`src/rtl/compressor_pkg.sv`:
```
// Shared constants, tag format and sign fold/unfold helpers for the compressor scheduler.
package compressor_pkg;

   localparam int SAMPLE_W = 12;
   localparam int ADDR_W   = 11;
   localparam int Q_W      = 15;
   localparam int OUT_W    = 16;
   localparam int CH_W     = 3;

   typedef enum logic {
      ST_IDLE,
      ST_GRANT
   } state_e;

   typedef struct packed {
      logic            valid;
      logic [CH_W-1:0] ch;
      logic            sign;
`ifdef COMPRESSOR_SCHED_BYPASS_EN
      logic            bypass;
`endif
   } tag_t;

   // Negative samples index the table by magnitude-ish folding so one half-table serves both signs.
   function automatic logic [ADDR_W-1:0] fold_addr(input logic [SAMPLE_W-1:0] sample);
      return {ADDR_W{sample[SAMPLE_W-1]}} ^ sample[ADDR_W-1:0];
   endfunction

   function automatic logic [OUT_W-1:0] unfold(input logic sign, input logic [Q_W-1:0] q);
      return {sign, {Q_W{sign}} ^ q};
   endfunction

endpackage

```
`src/rtl/compressor_sched_rr_arbiter.sv`:
```
// Round-robin arbiter: searches from the channel after the last grant, one grant per clock.
module rr_arbiter #(
   parameter int N = 4,
   localparam int IDX_W = $clog2(N)
) (
   input  logic             clk,
   input  logic             reset,
   input  logic [N-1:0]     req_i,
   input  logic             gnt_en_i,
   output logic [N-1:0]     gnt_o,
   output logic [IDX_W-1:0] idx_o,
   output logic             vld_o
);

   logic [IDX_W-1:0] ptr_q, ptr_d;
   int               c;

   always_comb begin
      gnt_o = '0;
      idx_o = '0;
      vld_o = 1'b0;
      c     = 0;
      ptr_d = ptr_q;
      if (gnt_en_i) begin
         for (int k = 0; k < N; k++) begin
            c = int'(ptr_q) + k;
            if (c >= N) c = c - N;
            if (!vld_o && req_i[c]) begin
               vld_o    = 1'b1;
               gnt_o[c] = 1'b1;
               idx_o    = IDX_W'(c);
            end
         end
      end
      if (vld_o) ptr_d = (int'(idx_o) == N - 1) ? '0 : idx_o + 1'b1;
   end

   always_ff @(posedge clk or posedge reset) begin
      if (reset) ptr_q <= '0;
      else       ptr_q <= ptr_d;
   end

endmodule

```
`src/rtl/compressor_sched.sv`:
```
// Shares one compressor table read port among N_CH channels, round-robin, one lookup per clock.
// Optional COMPRESSOR_SCHED_BYPASS_EN adds a per-channel linear bypass carried through the same pipe slot.
module compressor_sched
   import compressor_pkg::*;
#(
   parameter int N_CH    = 4,
   parameter int TBL_LAT = 1
) (
   input  logic                     clk,
   input  logic                     reset,
   input  logic [N_CH*SAMPLE_W-1:0] in_data,
   input  logic [N_CH-1:0]          in_stb,
`ifdef COMPRESSOR_SCHED_BYPASS_EN
   input  logic [N_CH-1:0]          bypass,
`endif
   output logic [ADDR_W-1:0]        tbl_addr,
   input  logic [Q_W-1:0]           tbl_q,
   output logic [N_CH*OUT_W-1:0]    out_data,
   output logic [N_CH-1:0]          out_stb,
   output logic [N_CH-1:0]          ovr,
   input  logic                     ovr_clr
);

   localparam int IDX_W = $clog2(N_CH);

   logic [SAMPLE_W-1:0]   samp_q [N_CH];
   logic [SAMPLE_W-1:0]   samp_d [N_CH];
   logic [N_CH-1:0]       pend_q, pend_d, ovr_q, ovr_d, out_stb_q, out_stb_d;
   logic [ADDR_W-1:0]     tbl_addr_q, tbl_addr_d;
   logic [N_CH*OUT_W-1:0] out_data_q, out_data_d;
   state_e                state_q, state_d;
   tag_t                  tag_q [TBL_LAT+1];
   tag_t                  tag_in, tag_out;
   logic [N_CH-1:0]       gnt;
   logic [IDX_W-1:0]      gnt_idx;
   logic                  gnt_vld, gnt_en;
   logic [SAMPLE_W-1:0]   gnt_samp;
   logic [OUT_W-1:0]      res;
`ifdef COMPRESSOR_SCHED_BYPASS_EN
   logic [ADDR_W-1:0]     baddr_q [TBL_LAT];
`endif

   rr_arbiter #(.N(N_CH)) u_arb (
      .clk      (clk),
      .reset    (reset),
      .req_i    (pend_q),
      .gnt_en_i (gnt_en),
      .gnt_o    (gnt),
      .idx_o    (gnt_idx),
      .vld_o    (gnt_vld)
   );

   always_comb begin
      state_d = state_q;
      gnt_en  = 1'b0;
      unique case (state_q)
         ST_IDLE:  if (|pend_d) state_d = ST_GRANT;
         ST_GRANT: begin
            gnt_en = 1'b1;
            if (~|pend_d) state_d = ST_IDLE;
         end
         default:  state_d = ST_IDLE;
      endcase
   end

   // A strobe on the channel being granted this cycle re-arms pend and is not an overrun.
   always_comb begin
      samp_d   = samp_q;
      pend_d   = pend_q & ~gnt;
      ovr_d    = ovr_clr ? '0 : ovr_q;
      gnt_samp = '0;
      for (int c = 0; c < N_CH; c++) begin
         if (gnt[c]) gnt_samp = samp_q[c];
         if (in_stb[c]) begin
            samp_d[c] = in_data[c*SAMPLE_W +: SAMPLE_W];
            pend_d[c] = 1'b1;
            if (pend_q[c] && !gnt[c]) ovr_d[c] = 1'b1;
         end
      end
      tbl_addr_d   = gnt_vld ? fold_addr(gnt_samp) : tbl_addr_q;
      tag_in       = '0;
      tag_in.valid = gnt_vld;
      tag_in.ch    = CH_W'(gnt_idx);
      tag_in.sign  = gnt_samp[SAMPLE_W-1];
`ifdef COMPRESSOR_SCHED_BYPASS_EN
      tag_in.bypass = |(bypass & gnt);
`endif
   end

   always_comb begin
      tag_out = tag_q[TBL_LAT];
      res     = unfold(tag_out.sign, tbl_q);
`ifdef COMPRESSOR_SCHED_BYPASS_EN
      if (tag_out.bypass)
         res = {tag_out.sign, {ADDR_W{tag_out.sign}} ^ baddr_q[TBL_LAT-1], 4'b0};
`endif
      out_data_d = out_data_q;
      out_stb_d  = '0;
      for (int c = 0; c < N_CH; c++) begin
         if (tag_out.valid && int'(tag_out.ch) == c) begin
            out_data_d[c*OUT_W +: OUT_W] = res;
            out_stb_d[c]                 = 1'b1;
         end
      end
   end

   always_ff @(posedge clk or posedge reset) begin
      if (reset) begin
         for (int c = 0; c < N_CH; c++) samp_q[c] <= '0;
         for (int i = 0; i <= TBL_LAT; i++) tag_q[i] <= '0;
         pend_q     <= '0;
         ovr_q      <= '0;
         tbl_addr_q <= '0;
         out_data_q <= '0;
         out_stb_q  <= '0;
         state_q    <= ST_IDLE;
      end else begin
         samp_q     <= samp_d;
         pend_q     <= pend_d;
         ovr_q      <= ovr_d;
         tbl_addr_q <= tbl_addr_d;
         out_data_q <= out_data_d;
         out_stb_q  <= out_stb_d;
         state_q    <= state_d;
         tag_q[0]   <= tag_in;
         for (int i = 1; i <= TBL_LAT; i++) tag_q[i] <= tag_q[i-1];
      end
   end

`ifdef COMPRESSOR_SCHED_BYPASS_EN
   // Delayed copy of the issued address; sign plus folded address rebuilds the raw sample.
   always_ff @(posedge clk or posedge reset) begin
      if (reset) begin
         for (int i = 0; i < TBL_LAT; i++) baddr_q[i] <= '0;
      end else begin
         baddr_q[0] <= tbl_addr_q;
         for (int i = 1; i < TBL_LAT; i++) baddr_q[i] <= baddr_q[i-1];
      end
   end
`endif

   assign tbl_addr = tbl_addr_q;
   assign out_data = out_data_q;
   assign out_stb  = out_stb_q;
   assign ovr      = ovr_q;

endmodule

```
`config.mk`:
```
export PLATFORM = sky130hd
export DESIGN_NAME = compressor_sched
export DESIGN_NICKNAME = d
export VERILOG_FILES = /design/src/rtl/compressor_pkg.sv /design/src/rtl/compressor_sched_rr_arbiter.sv /design/src/rtl/compressor_sched.sv
export SDC_FILE = /design/constraint.sdc
export NUM_CORES = 1
export LEC_CHECK = 0
export ABC_AREA = 1
export ABC_CLOCK_PERIOD_IN_PS = 5630
export BUFFER_PORTS_ARGS = -buffer_cell sky130_fd_sc_hd__clkbuf_2
export CAP_MARGIN = 20
export CORE_UTILIZATION = 33
export DETAILED_ROUTE_END_ITERATION = 7
export HOLD_SLACK_MARGIN = 0.15
export PLACE_DENSITY = 0.62
export SETUP_SLACK_MARGIN = 0.05
export SLEW_MARGIN = 20
export SYNTH_ARGS = -nofsm -noshare
export SYNTH_HDL_FRONTEND = slang
export SYNTH_SLANG_ARGS = --single-unit
```
`constraint.sdc`:
```
create_clock -name clk -period 5.63 [get_ports clk]
set_input_delay 1.4075 -clock clk [delete_from_list [all_inputs] [get_ports clk]]
set_output_delay 1.4075 -clock clk [all_outputs]
set_load 0.1 [all_outputs]
```
==> results.md, run 1 <==
STA:
- The final critical-path required period is 3120 ps.
- Measured against its own limit, the worst slew margin works out to 36.94%.
- The worst hold slack is 343.4 ps.
- Derived from the worst setup path, the maximum achievable clock frequency is 0.3205 GHz.
- The number of max-slew violations in the final report came to 0.
- The final setup skew is 13.42 ps.
- In the final timing run, aggregate negative setup slack is 0 ps.
- Setup violations remaining at the end of the flow were counted as 0.
- Of the available clock period, the critical path in the final layout requires 55.43%.
- The final-report hold violation count was 0.
- Setup repair after global routing left no endpoint under its margin.
- For the pin with the worst max-slew slack, the measured transition is 945.9 ps.

Drt:
- The remaining number of nets flagged by the antenna check after routing is 0.
- The detailed-route wire length is 16710 µm.
- The DRC violation count after routing is 0.
- The first routing iteration left 304 violations.
- The wire length per cell after detailed routing is 13.36 µm.
- The via count normalized by instance count is 4.447.
- The first-pass iteration count of the detailed router is 5.
- The detailed router placed 5563 vias in this run.

Cells and area:
- In the final layout, the share of cells above drive strength 1 is 25.66%.
- Cells fill 42.69% of the core in the end.
- After the last flow step, the layout net total stands at 1047.
- 0 antenna diodes ended up in the layout.
- From synthesis to final layout, the design area changed by 24.85%.

Clock network:
- The clock root buffer master is clkbuf_16.
- In this run, post-CTS hold repair placed 0 buffers.
- Clock-pin slew was measured on the worst setup and hold paths at 70 ps.
- The total CTS buffers is 17.
- The maximum buffer depth of the clock tree is 2.
- The number of levels in the clock H-tree is 4.
- The CTS tree is built.
- The number of post-CTS setup repair buffers is 0.
- The source-to-sink clock delay at the later pin of the worst-skew pair is 420 ps.
- The CTS sink count is 146.
- After clock tree synthesis, the repair step resized 0 gates.

Logic synthesis:
- Summing the areas of all xor and xnor instances in the mapped netlist gives 2.208% of the synthesized area.
- The synthesized instance count is 828.
- The mapped cell area is 6743 µm².
- During synthesis, Yosys emitted a total of 0 warnings.
- The number of distinct standard cells referenced by the synthesized netlist is 32.
- Summed over its instances, the top area cell type makes up 54.18% of the synthesized netlist area.
- The net count after synthesis is 902.
- By area the synthesized netlist is led by dfrtp_1 54%, nand2_1 22%, nand3_1 4.1%.
- The sequential cell area fraction in the yosys report is 54.18%.
- The dominant cell type by area after synthesis is dfrtp_1.
- The synthesized-area fraction occupied by ao, oa, aoi and oai cells is 3.322%.
- After synthesis the netlist holds a flip-flop and latch count of 146.
- After Yosys synthesis, and, or, nand and nor cells account for 32.84% of the synthesized area.
- After synthesis, the largest family of logic cells by area is simple AND/OR/NAND/NOR gates.
- The multiplexer area fraction after synthesis is 0%.
- Of the total synthesized cell area, the portion taken by full adders, half adders and majority gates is 0.7423%.
- The mean post-synth cell area is 8.143 µm².

Global route:
- The layer carrying the most global-route usage is met2.
- The met3 usage is 3.679%.
- The via count of the first global-routing pass is 5334.
- The met2 global-route usage is 26.66%.
- The initial antenna violation count was 0.
- The total congestion overflow after global routing is 0.
- Entering global routing, the biggest net connects 100 pins.
- For this run, global-route usage on met1 was measured as 22.62%.
- The global-route usage over all layers is 16.68%.
- The first global-routing pass estimated 27890 µm of wire.

Floorplanning:
- The I/O pin count is 153.
- The area of the placeable core is 19720 µm².
- The area of the die is 21010 µm².
- Once the floorplan was initialized, standard cells occupied 34.20% of the core.
- After floorplanning, the core was divided into 51 placement rows.
- The horizontal die dimension is 144.9 µm.
- The die is 144.9 µm tall.

Worst hold path:
- The number of cells traversed by the worst hold path is 0.
- The min-delay analysis places its worst path in the category register to register.
- The startpoint identified for the worst hold timing path is tag_q[7].
- For hold timing, the worst endpoint is tag_out[2].

Critical path:
- The kind of capture point of the worst setup path is a register.
- The worst register-to-register path has a depth of 17.
- The startpoint-to-endpoint class of the critical path is register to register.
- In this run the critical register-to-register path is launched from u_arb.ptr_q[1].
- The highest net fanout along the worst path is 13.
- STA classifies the critical path startpoint as a register.
- The data arrival time at the worst-slack endpoint is 3470 ps.
- The worst register-to-register path ends at tbl_addr[7].
- The register-to-register setup slack is 2510 ps.
- At the worst endpoint, the required time is 5980 ps.

Placement:
- Buffers placed on the I/O ports in this run total 152.
- The placer congestion estimate is 0.8691.
- The detailed placer's ending HPWL is 12080 µm.

Run:
- The number of violations of the max-capacitance limit is 0.

Status:
- The run finished with clean final reports.
==> cell usage after synthesis <==
cell type,n
nand2_2,27
a21oi_2,1
o21ai_0,29
nor3_1,4
nand3_1,55
nand3_2,11
a21boi_2,1
o22ai_1,4
nor2_8,1
o2111ai_1,1
nand4_1,4
buf_2,8
nor2_4,1
dfrtp_1,146
o21ai_1,1
ha_1,4
inv_4,1
nor2_1,10
clkbuf_1,18
nand2_4,2
buf_4,2
buf_1,3
a21oi_1,4
inv_1,69
nand2_1,390
nand3_4,1
inv_2,8
nand2_8,1
nor3_4,1
nor2_2,1
xor2_1,17
buf_6,2
==> through the flow <==
stage / cell area (µm²) / setup WS, ps / cells
floorplan: 6743 / 299.5 / 828
global placement: 7756 / 2610 / 1219
detailed placement: 7756 / 2508 / 1219
CTS: 8418 / 2486 / 1251
global route: 8418 / 2227 / 1251
finish: 8418 / 2510 / 1251
==> registers in the layout (all words and copies together) (netlist names) <==
signal       cells
out_data        64
samp_q          48
tbl_addr        11
out_stb          4
ovr              4
pend_q           4
tag_q            4
tag_out          3
u_arb.ptr_q      2
res              1
state_q          1
==> per-layer routing <==
layer,vias up,wire (µm),share of wire [%]
li1,2830,-,-
met2,171,7654,46
met3,18,821,4.9
met5,-,0,0
met1,2544,8030,48
met4,0,205,1.2
==> area by class of cell <==
| cell class | instances | area (µm²) |
|---|---|---|
| flip-flops and latches | 146 | 3654 |
| repair buffers | 159 | 813.3 |
| fillers | 2025 | 11300 |
| well taps | 265 | 331.6 |
| multi-input cells | 571 | 2658 |
| inverters | 78 | 300.3 |
| clock buffers | 17 | 425.4 |
| clock inverters | 15 | 236.5 |
==> worst max-delay path by stage <==
stage	startpoint	endpoint	slack, ps	cells past startpoint
2_1_floorplan	reset	out_data[0]	300	1
3_3_place_gp	u_arb.ptr_q[0]	tbl_addr[7]	2610	17
4_1_cts	u_arb.ptr_q[1]	tbl_addr[7]	2490	17
5_1_grt	u_arb.ptr_q[1]	tbl_addr[7]	2230	17
3_5_place_dp	u_arb.ptr_q[0]	tbl_addr[7]	2510	17
6_report	u_arb.ptr_q[1]	tbl_addr[7]	2510	17
==> placed cells by master, fill, tap and decap left out, types with 4 or more instances in the layout <==
cell type and n:
nand2_1 390, dfrtp_1 146, clkinv_8 4, clkbuf_16 17
nor2_1 10, o22ai_1 4, nand4_1 4, xor2_1 17
nand3_2 11, o21ai_0 29, nand2_2 27, a21oi_1 4
nand3_1 55, clkbuf_2 152, nor3_2 4, buf_4 7
inv_8 5, inv_2 8, ha_1 4, inv_1 68
==> cells by family (layout without fill, tap and decap cells) <==
logic type                 after synthesis  count (layout)
adders and majority gates                4               4
DFF                                    146             146
and+or+nand+nor                        509             509
AOI/OAI and AO/OA                       41              41
buffers and inverters                  111             269
xor gates and xnor gates                17              17
==> worst max-delay path, stage by stage, from the launching register on <==
cell	delay, ps
dfrtp_1	480
inv_1	170
ha_1	390
inv_2	90
nand2_1	80
nand2_4	110
nor2_8	50
nand2_2	80
nor2_1	50
nor2_1	110
nand2_2	170
nand2_2	250
nand2_2	90
inv_2	50
nand2_2	60
a21boi_2	610
nand2_1	120
nand3_1	90
Power of run 1 is not shown: default switching activity piles up to over one toggle a cycle in this logic, so the estimate is an artifact.
==> run 2, diff against run 1 <==
--- a/config.mk
+++ b/config.mk
@@ -5,14 +5,14 @@
 export SDC_FILE = /design/constraint.sdc
 export NUM_CORES = 1
 export LEC_CHECK = 0
-export ABC_AREA = 1
-export ABC_CLOCK_PERIOD_IN_PS = 5630
+export ABC_AREA = 0
+export ABC_CLOCK_PERIOD_IN_PS = 2800
 export BUFFER_PORTS_ARGS = -buffer_cell sky130_fd_sc_hd__clkbuf_2
 export CAP_MARGIN = 20
 export CORE_UTILIZATION = 33
 export DETAILED_ROUTE_END_ITERATION = 7
 export HOLD_SLACK_MARGIN = 0.15
-export PLACE_DENSITY = 0.62
+export PLACE_DENSITY = 0.63
 export SETUP_SLACK_MARGIN = 0.05
 export SLEW_MARGIN = 20
 export SYNTH_ARGS = -nofsm -noshare
==> constraint.sdc (replaced) <==
create_clock -name clk -period 2.8 [get_ports clk]
set_input_delay 0.7 -clock clk [delete_from_list [all_inputs] [get_ports clk]]
set_output_delay 0.7 -clock clk [all_outputs]
set_load 0.1 [all_outputs]
==> results.md, run 2 <==
Global route:
- The via count of the first global-routing pass is 5068.
- The initial antenna violation count is 0.
- The global-route usage over all layers is 17.57%.
- The maximum number of pins on one net before global-route repair is 73.
- The first global-routing pass estimated 27420 µm of wire.
- The total congestion overflow after global routing is 0.

STA:
- The worst pin sits at a relative slew slack of 55.57%.
- The maximum frequency from static timing analysis is 0.3401 GHz.
- The number of max-slew violations in the final report was 0.
- The final critical-path required period is 2940 ps.
- The final-report hold violation count is 0.
- Between clock sinks in the finished design, the worst skew comes to 9.336 ps.
- The measured slew at the worst slew-check pin is 659.2 ps.
- The worst setup slack after layout is -140.3 ps.
- Of the available clock period, the critical path in the final layout requires 105.0%.
- Setup repair after global routing could not meet its margin everywhere.
- Setup violations remaining at the end of the flow were counted as 13.

Run:
- The tool flagged a number of max-cap violations equal to 0.

Drt:
- The via count normalized by instance count is 5.020.
- After detailed routing, the average wire length per cell comes to 16.32 µm.
- The DRC violation count after routing is 0.
- The first detailed-routing pass ran for 8 iterations.
- The routed design has 16680 µm of wire.
- The number of DRC markers after the initial detailed-route iteration is 386.
- The remaining number of nets flagged by the antenna check after routing is 0.
- The via count is 5130.

Placement:
- Routability-driven placement finished with a final weighted congestion of 0.7842.
- The count of buffers added on input and output ports is 152.
- The detailed placer's ending HPWL is 11690 µm.

Logic synthesis:
- Summing the sequential cell areas from Yosys gives 57.22% of the chip area.
- Synthesis handed over a netlist of 575 instances.
- Yosys printed 0 warnings.
- In this run, distinct cell masters in the synthesized netlist total 51.
- The synthesized design contains 146 register bits.
- After synthesis the cells add up to 6385 µm².
- The number of synthesized flops with an enable pin is 0.
- Summed over its instances, the top area cell type makes up 57.22% of the synthesized netlist area.
- The net count after synthesis is 649.
- The dominant cell type by area after synthesis is dfrtp_1.
- The mean post-synth cell area is 11.10 µm².
- In the synthesized netlist the dominant register cell turns out to be dfrtp_1.
- By area the synthesized netlist is led by dfrtp_1 57%, mux2_2 9.2%, o21ai_0 6.6%.
- The commonest cells after synthesis are 146 x dfrtp_1, 84 x o21ai_0, 73 x nand2_1.
- The proportion of register bits with asynchronous set or reset after synthesis is 100.0%.
- The library cell with the highest instance count after synthesis is dfrtp_1.

Floorplanning:
- The vertical die dimension is 141.1 µm.
- The initial utilization of the core area, before any placement, comes to 33.91%.
- The horizontal die dimension is 141.1 µm.
- The area of the placeable core is 18830 µm².
- The floorplan has 50 rows.
- The I/O pin count is 153.
- The area of the die is 19910 µm².

Cells and area:
- The most frequent standard cell in the layout excluding fill and tap cells is clkbuf_2.
- For this run, the post-layout net count is 823.
- The sequential cell area in the final layout is 3654 µm².
- The filler cell count is 1778.
- The final design utilization is 44.27%.
- The register with the most flip-flops in the layout has 64 of them.
- Compared with the post-synthesis result, the final layout area differs by 30.55%.
- The top cell types in the final layout, fill and taps aside, are 152 x clkbuf_2, 146 x dfrtp_1, 82 x o21ai_0.
- The multi-input combinational cells in the finished layout cover a total of 2571 µm².
- The post-route netlist has 39.50% of its cells at a drive strength greater than 1.
- 0 antenna diodes ended up in the layout.

Critical path:
- The data arrival time at the worst-slack endpoint is 3230 ps.
- The worst path buffer plus inverter count is 1.
- The data required time at the worst endpoint is 3090 ps.
- The critical path in this run is classified as register to register.
- In this design, the stage delay of the slowest critical-path cell is 500 ps.
- The worst setup path is captured at a register.
- On the critical path, the stage with the largest delay is an instance of mux4_2.
- The type of element launching the critical path is a register.
- Walking the worst path, the cells encountered are inv_6 -> ha_4 -> mux4_2 -> or3b_1 -> a22oi_2 -> and2_4 -> o21ai_2 -> a31o_4 -> a222oi_1 -> o21ai_1.
- The kind of cell with the highest combined delay along the critical path is compound AO/OA/AOI/OAI gates.
- In this run the worst path has a maximum fanout of 11.
- In this run the critical register-to-register path is launched from u_arb.ptr_q[0].
- The startpoint of the worst setup timing path is u_arb.ptr_q[0].

Clock network:
- Clock-pin slew was measured on the worst setup and hold paths at 60 ps.
- The clock net in this run drives a total of 146 sinks.
- The clock root buffer master is clkbuf_16.
- The source-to-sink clock delay at the later pin of the worst-skew pair is 420 ps.
- The maximum buffer depth of the clock tree is 2.
- TritonCTS built the clock tree.
- The total CTS buffers is 17.
- The H-tree was split into 4 levels.

Status:
- The flow ran to the end, but the final reports show violations.
- The final reports fail on negative setup slack.

Worst hold path:
- The path class of the lowest-slack min-delay path is input port to async pin.
[run 2: changes by cell type in the layout (fill, tap and decap cells not counted), moves of 17 or more]
cell,change
mux2_2,+52
buf_4,+31
nand2_1,-317
xor2_1,-17
o21ai_0,+53
nand2_2,-27
xnor2_1,+17
nand3_1,-42
inv_1,-58
[run 2: worst register-to-register path: stages (launching register included)]
cell,delay [ps]
dfrtp_1,430
inv_6,50
ha_4,280
mux4_2,500
or3b_1,400
a22oi_2,200
and2_4,190
o21ai_2,60
a31o_4,270
a222oi_1,330
o21ai_1,120
[run 2: cells by family after synthesis]
kind of cell / count (synthesis) / share of synthesized area [%]
flip-flops: 146 / 57.22
multiplexers: 59 / 10.86
buffers and inverters: 54 / 3.978
adder cells (fa/ha/maj): 4 / 0.7839
XOR/XNOR: 17 / 2.332
AND/OR/NAND/NOR: 133 / 9.465
AO/OA/AOI/OAI: 162 / 15.36
[run 2: path summary, 6_finish.rpt]
| path | end | slack [ps] | depth (start not counted) |
|---|---|---|---|
| min in group clk | tag_out[2] | 350 | 0 |
| max in group asynchronous | out_data[42] | 1690 | 4 |
| hold reg to reg | tag_out[2] | 350 | 0 |
| hold / removal | out_data[29] | 310 | 2 |
| setup reg to reg | tbl_addr[7] | -140 | 10 |
| setup / recovery | tbl_addr[7] | -140 | 10 |
[run 2: cell type report]
type | instances | area share [%]
Sequential cell | 146 | 43.83
Multi-Input combinational cell | 376 | 30.85
Timing Repair Buffer | 195 | 13.33
Clock buffer | 18 | 5.269
Tap cell | 260 | 3.903
Clock inverter | 14 | 2.131
Inverter | 13 | 0.6905
[run 2: what timing repair did]
action,in CTS,in global routing
gates cloned,2,0
hold buffers,0,0
buffers inserted,1,1
endpoints found under the setup margin,13,14
pin swaps,7,6
resized for setup,9,8
[run 2: per-stage QoR]
| step | instance area, µm² | TNS (ps) | instances | setup WS [ps] | hold WS [ps] |
|---|---|---|---|---|---|
| 2_1_floorplan | 6421 | -4021 | 575 | -372.8 | 331.2 |
| 5_1_grt | 8335 | -3070 | 1022 | -284.3 | 331.0 |
| 3_5_place_dp | 7616 | -1663 | 986 | -163.5 | 336.2 |
| 6_report | 8335 | -1436 | 1022 | -140.3 | 305.4 |
| 4_1_cts | 8300 | -1011 | 1021 | -98.71 | 309.8 |
| 3_3_place_gp | 7616 | -956.4 | 986 | -119.0 | 335.6 |
[run 2: layer usage]
metal  part of all wire [%]  up-vias  routed length (µm)  global-route usage [%]
met1                     47     2486                7828                   23.99
li1                       -     2401                   -                       -
met5                      0        -                   0                       0
met4                   0.98        0                 163                   3.776
met3                    7.1       17                1189                   4.959
met2                     45      226                7493                   27.70
Power of run 2 is left out for the same reason.
==> run 3, diff against run 2 <==
--- a/config.mk
+++ b/config.mk
@@ -12,7 +12,7 @@
 export CORE_UTILIZATION = 33
 export DETAILED_ROUTE_END_ITERATION = 7
 export HOLD_SLACK_MARGIN = 0.15
-export PLACE_DENSITY = 0.63
+export PLACE_DENSITY_LB_ADDON = 0.08
 export SETUP_SLACK_MARGIN = 0.05
 export SLEW_MARGIN = 20
 export SYNTH_ARGS = -nofsm -noshare
==> results.md, run 3 (synthesis results as in run 2) <==
Clock network:
- The root buffer cell chosen for the clock tree is clkbuf_16.
- Counting the buffers created by CTS gives 17.
- The H-tree generated during clock tree synthesis spans 4 levels.
- The clock transition at the registers of the reported paths is 60 ps.
- Counting every sink on the clock net gives 146.
- The CTS tree is built.
- The number of hold buffers added after CTS was 0.
- The clock reaches the later pin of the worst-skew pair after 420 ps.
- The clock passes through at most 2 buffers.

Critical path:
- The data arrival time at the worst-slack endpoint is 3240 ps.
- STA classifies the critical path endpoint as a register.
- STA classifies the critical path startpoint as a register.
- The signal on the critical path passes through inv_6 -> ha_4 -> mux4_2 -> or3b_1 -> a22oi_2 -> and2_4 -> o21ai_2 -> a31o_4 -> a222oi_1 -> o21ai_1.
- In this run the worst path has a maximum fanout of 6.
- On the worst path, the slowest cell contributes a delay of 520 ps.
- The worst setup path is of the register to register kind.
- On the critical path, the stage with the largest delay is an instance of mux4_2.
- STA puts the critical path data required time at 3090 ps.

Drt:
- The final route contains 5054 vias.
- Before antenna repair, the detailed router went through 5 iterations.
- The remaining number of nets flagged by the antenna check after routing is 0.
- The wire length per cell after detailed routing is 17.47 µm.
- The via count normalized by instance count is 4.970.
- The DRC violation count after routing is 0.
- The detailed-route wire length is 17770 µm.
- The number of DRC markers after the initial detailed-route iteration is 304.

Global route:
- The via count of the first global-routing pass was 5204.
- The global-route usage over all layers is 18.84%.
- The total congestion overflow after global routing is 0.
- The initial antenna violation count is 0.
- The first-pass GRT wire length is 28580 µm.
- Entering global routing, the biggest net connects 147 pins.

STA:
- The final setup skew is 8.664 ps.
- The worst setup slack after layout is -151.0 ps.
- The measured slew at the worst slew-check pin is 881.8 ps.
- The share of the clock period used by the worst path after layout is 105.4%.
- The final critical-path required period is 2951 ps.
- The number of max-slew violations in the final report is 0.
- The worst slew slack as a fraction of its limit is 41.22%.
- The final-report hold violation count is 0.
- The number of failing setup endpoints in the final timing report is 12.
- Setup repair after global routing could not meet its margin everywhere.
- For this run, the top clock speed supported by timing is 0.3389 GHz.

Cells and area:
- The repair_antennas step left the layout with diodes totalling 0.
- The fraction of final layout cells with drive strength greater than 1 is 40.82%.
- The final design area excluding fillers is 8303 µm².
- In the layout the commonest cells are 152 x clkbuf_2, 145 x dfrtp_1, 81 x o21ai_0.
- After the last flow step, the layout net total stands at 818.
- The area growth from synthesis to layout is 30.04%.
- The register with the most flip-flops in the layout has 64 of them.
- The filler cell count is 1851.
- The most frequent standard cell in the layout excluding fill and tap cells is clkbuf_2.

Floorplanning:
- The starting density of the core is 33.91%.
- From bottom edge to top edge, the die measures 141.1 µm.
- The number of standard-cell rows in the floorplan is 50.
- For this design the top-level I/O count stands at 153.
- The area of the die is 19910 µm².
- The horizontal die dimension is 141.1 µm.
- The region available for standard cell placement spans 18830 µm².

Run:
- Max-cap violations in this run came to 0.

Status:
- The checks that failed: negative setup slack.
- The flow ran to the end, but the final reports show violations.

Placement:
- Detailed placement finished with a half-perimeter wire length of 12490 µm.
- The placer congestion estimate is 0.8309.
- The area after detailed placement is 7594 µm².
- Input and output buffers added on the ports amount to 152.

Worst hold path:
- In this run the worst hold path is classified as register to register.
[run 3: cell types whose count changed in the layout (fill, tap and decap cells not counted), sizes merged]
cell	change
mux4	-1
bufinv	-2
clkinvlp	-2
a31o	+1
clkbuf	+1
inv	+3
buf	-5
[run 3: stage by stage]
step / TNS (ps) / worst slack (ps) / hold slack, ps / cells / util, %
after CTS: -1639 / -159.2 / 349.0 / 1017 / 43.93
final: -1338 / -151.0 / 347.1 / 1017 / 44.09
after global routing: -3216 / -311.5 / 351.3 / 1017 / 44.09
after global placement: -1487 / -172.7 / 334.0 / 983 / 40.33
after floorplan: -4021 / -372.8 / 331.2 / 575 / -
after detailed placement: -2276 / -235.6 / 334.7 / 983 / 40.33
[run 3: worst paths after layout]
kind	start	end	slack, ps	cells after the start
setup / recovery	u_arb.ptr_q[0]	tbl_addr[4]	-150	10
hold / removal	tag_q[5]	res[15]	350	0
setup reg to reg	u_arb.ptr_q[0]	tbl_addr[4]	-150	10
hold reg to reg	tag_q[5]	res[15]	350	0
max in group asynchronous	reset	out_data[55]	1660	3
min in group asynchronous	reset	ovr[0]	440	3
[run 3: area by class of cell]
cell class              count  area [µm²]  share of cell area [%]
clock buffers              19       452.9                   5.455
clock inverters            13       140.1                   1.688
inverters                  13       57.56                  0.6932
multi-input cells         376        2599                   31.30
flip-flops and latches    146        3655                   44.02
well taps                 260       325.3                   3.918
repair buffers            190        1074                   12.93
[run 3: layer usage]
metal | GRT usage [%] | up-vias | wire length, µm
met5 | 0 | - | 0
met4 | 6.178 | 0 | 235
met3 | 4.008 | 25 | 812
met2 | 30.09 | 151 | 8598
met1 | 25.42 | 2493 | 8124
li1 | - | 2385 | -
[run 3: critical path, delay by kind of cell (launching register included)]
family | cells | cell delay, ps
AO/OA/AOI/OAI | 5 | 1020
adder cells (fa/ha/maj) | 1 | 260
AND/OR/NAND/NOR | 2 | 580
buffers and inverters | 1 | 40
flip-flops | 1 | 410
multiplexers | 1 | 520
[run 3: repair_timing]
action                     CTS  global route
resized for setup           16            10
setup buffers                1             0
cloned                       1             0
pin swaps                   11            11
setup endpoints to repair   13            13
Power of run 3 is left out for the same reason.
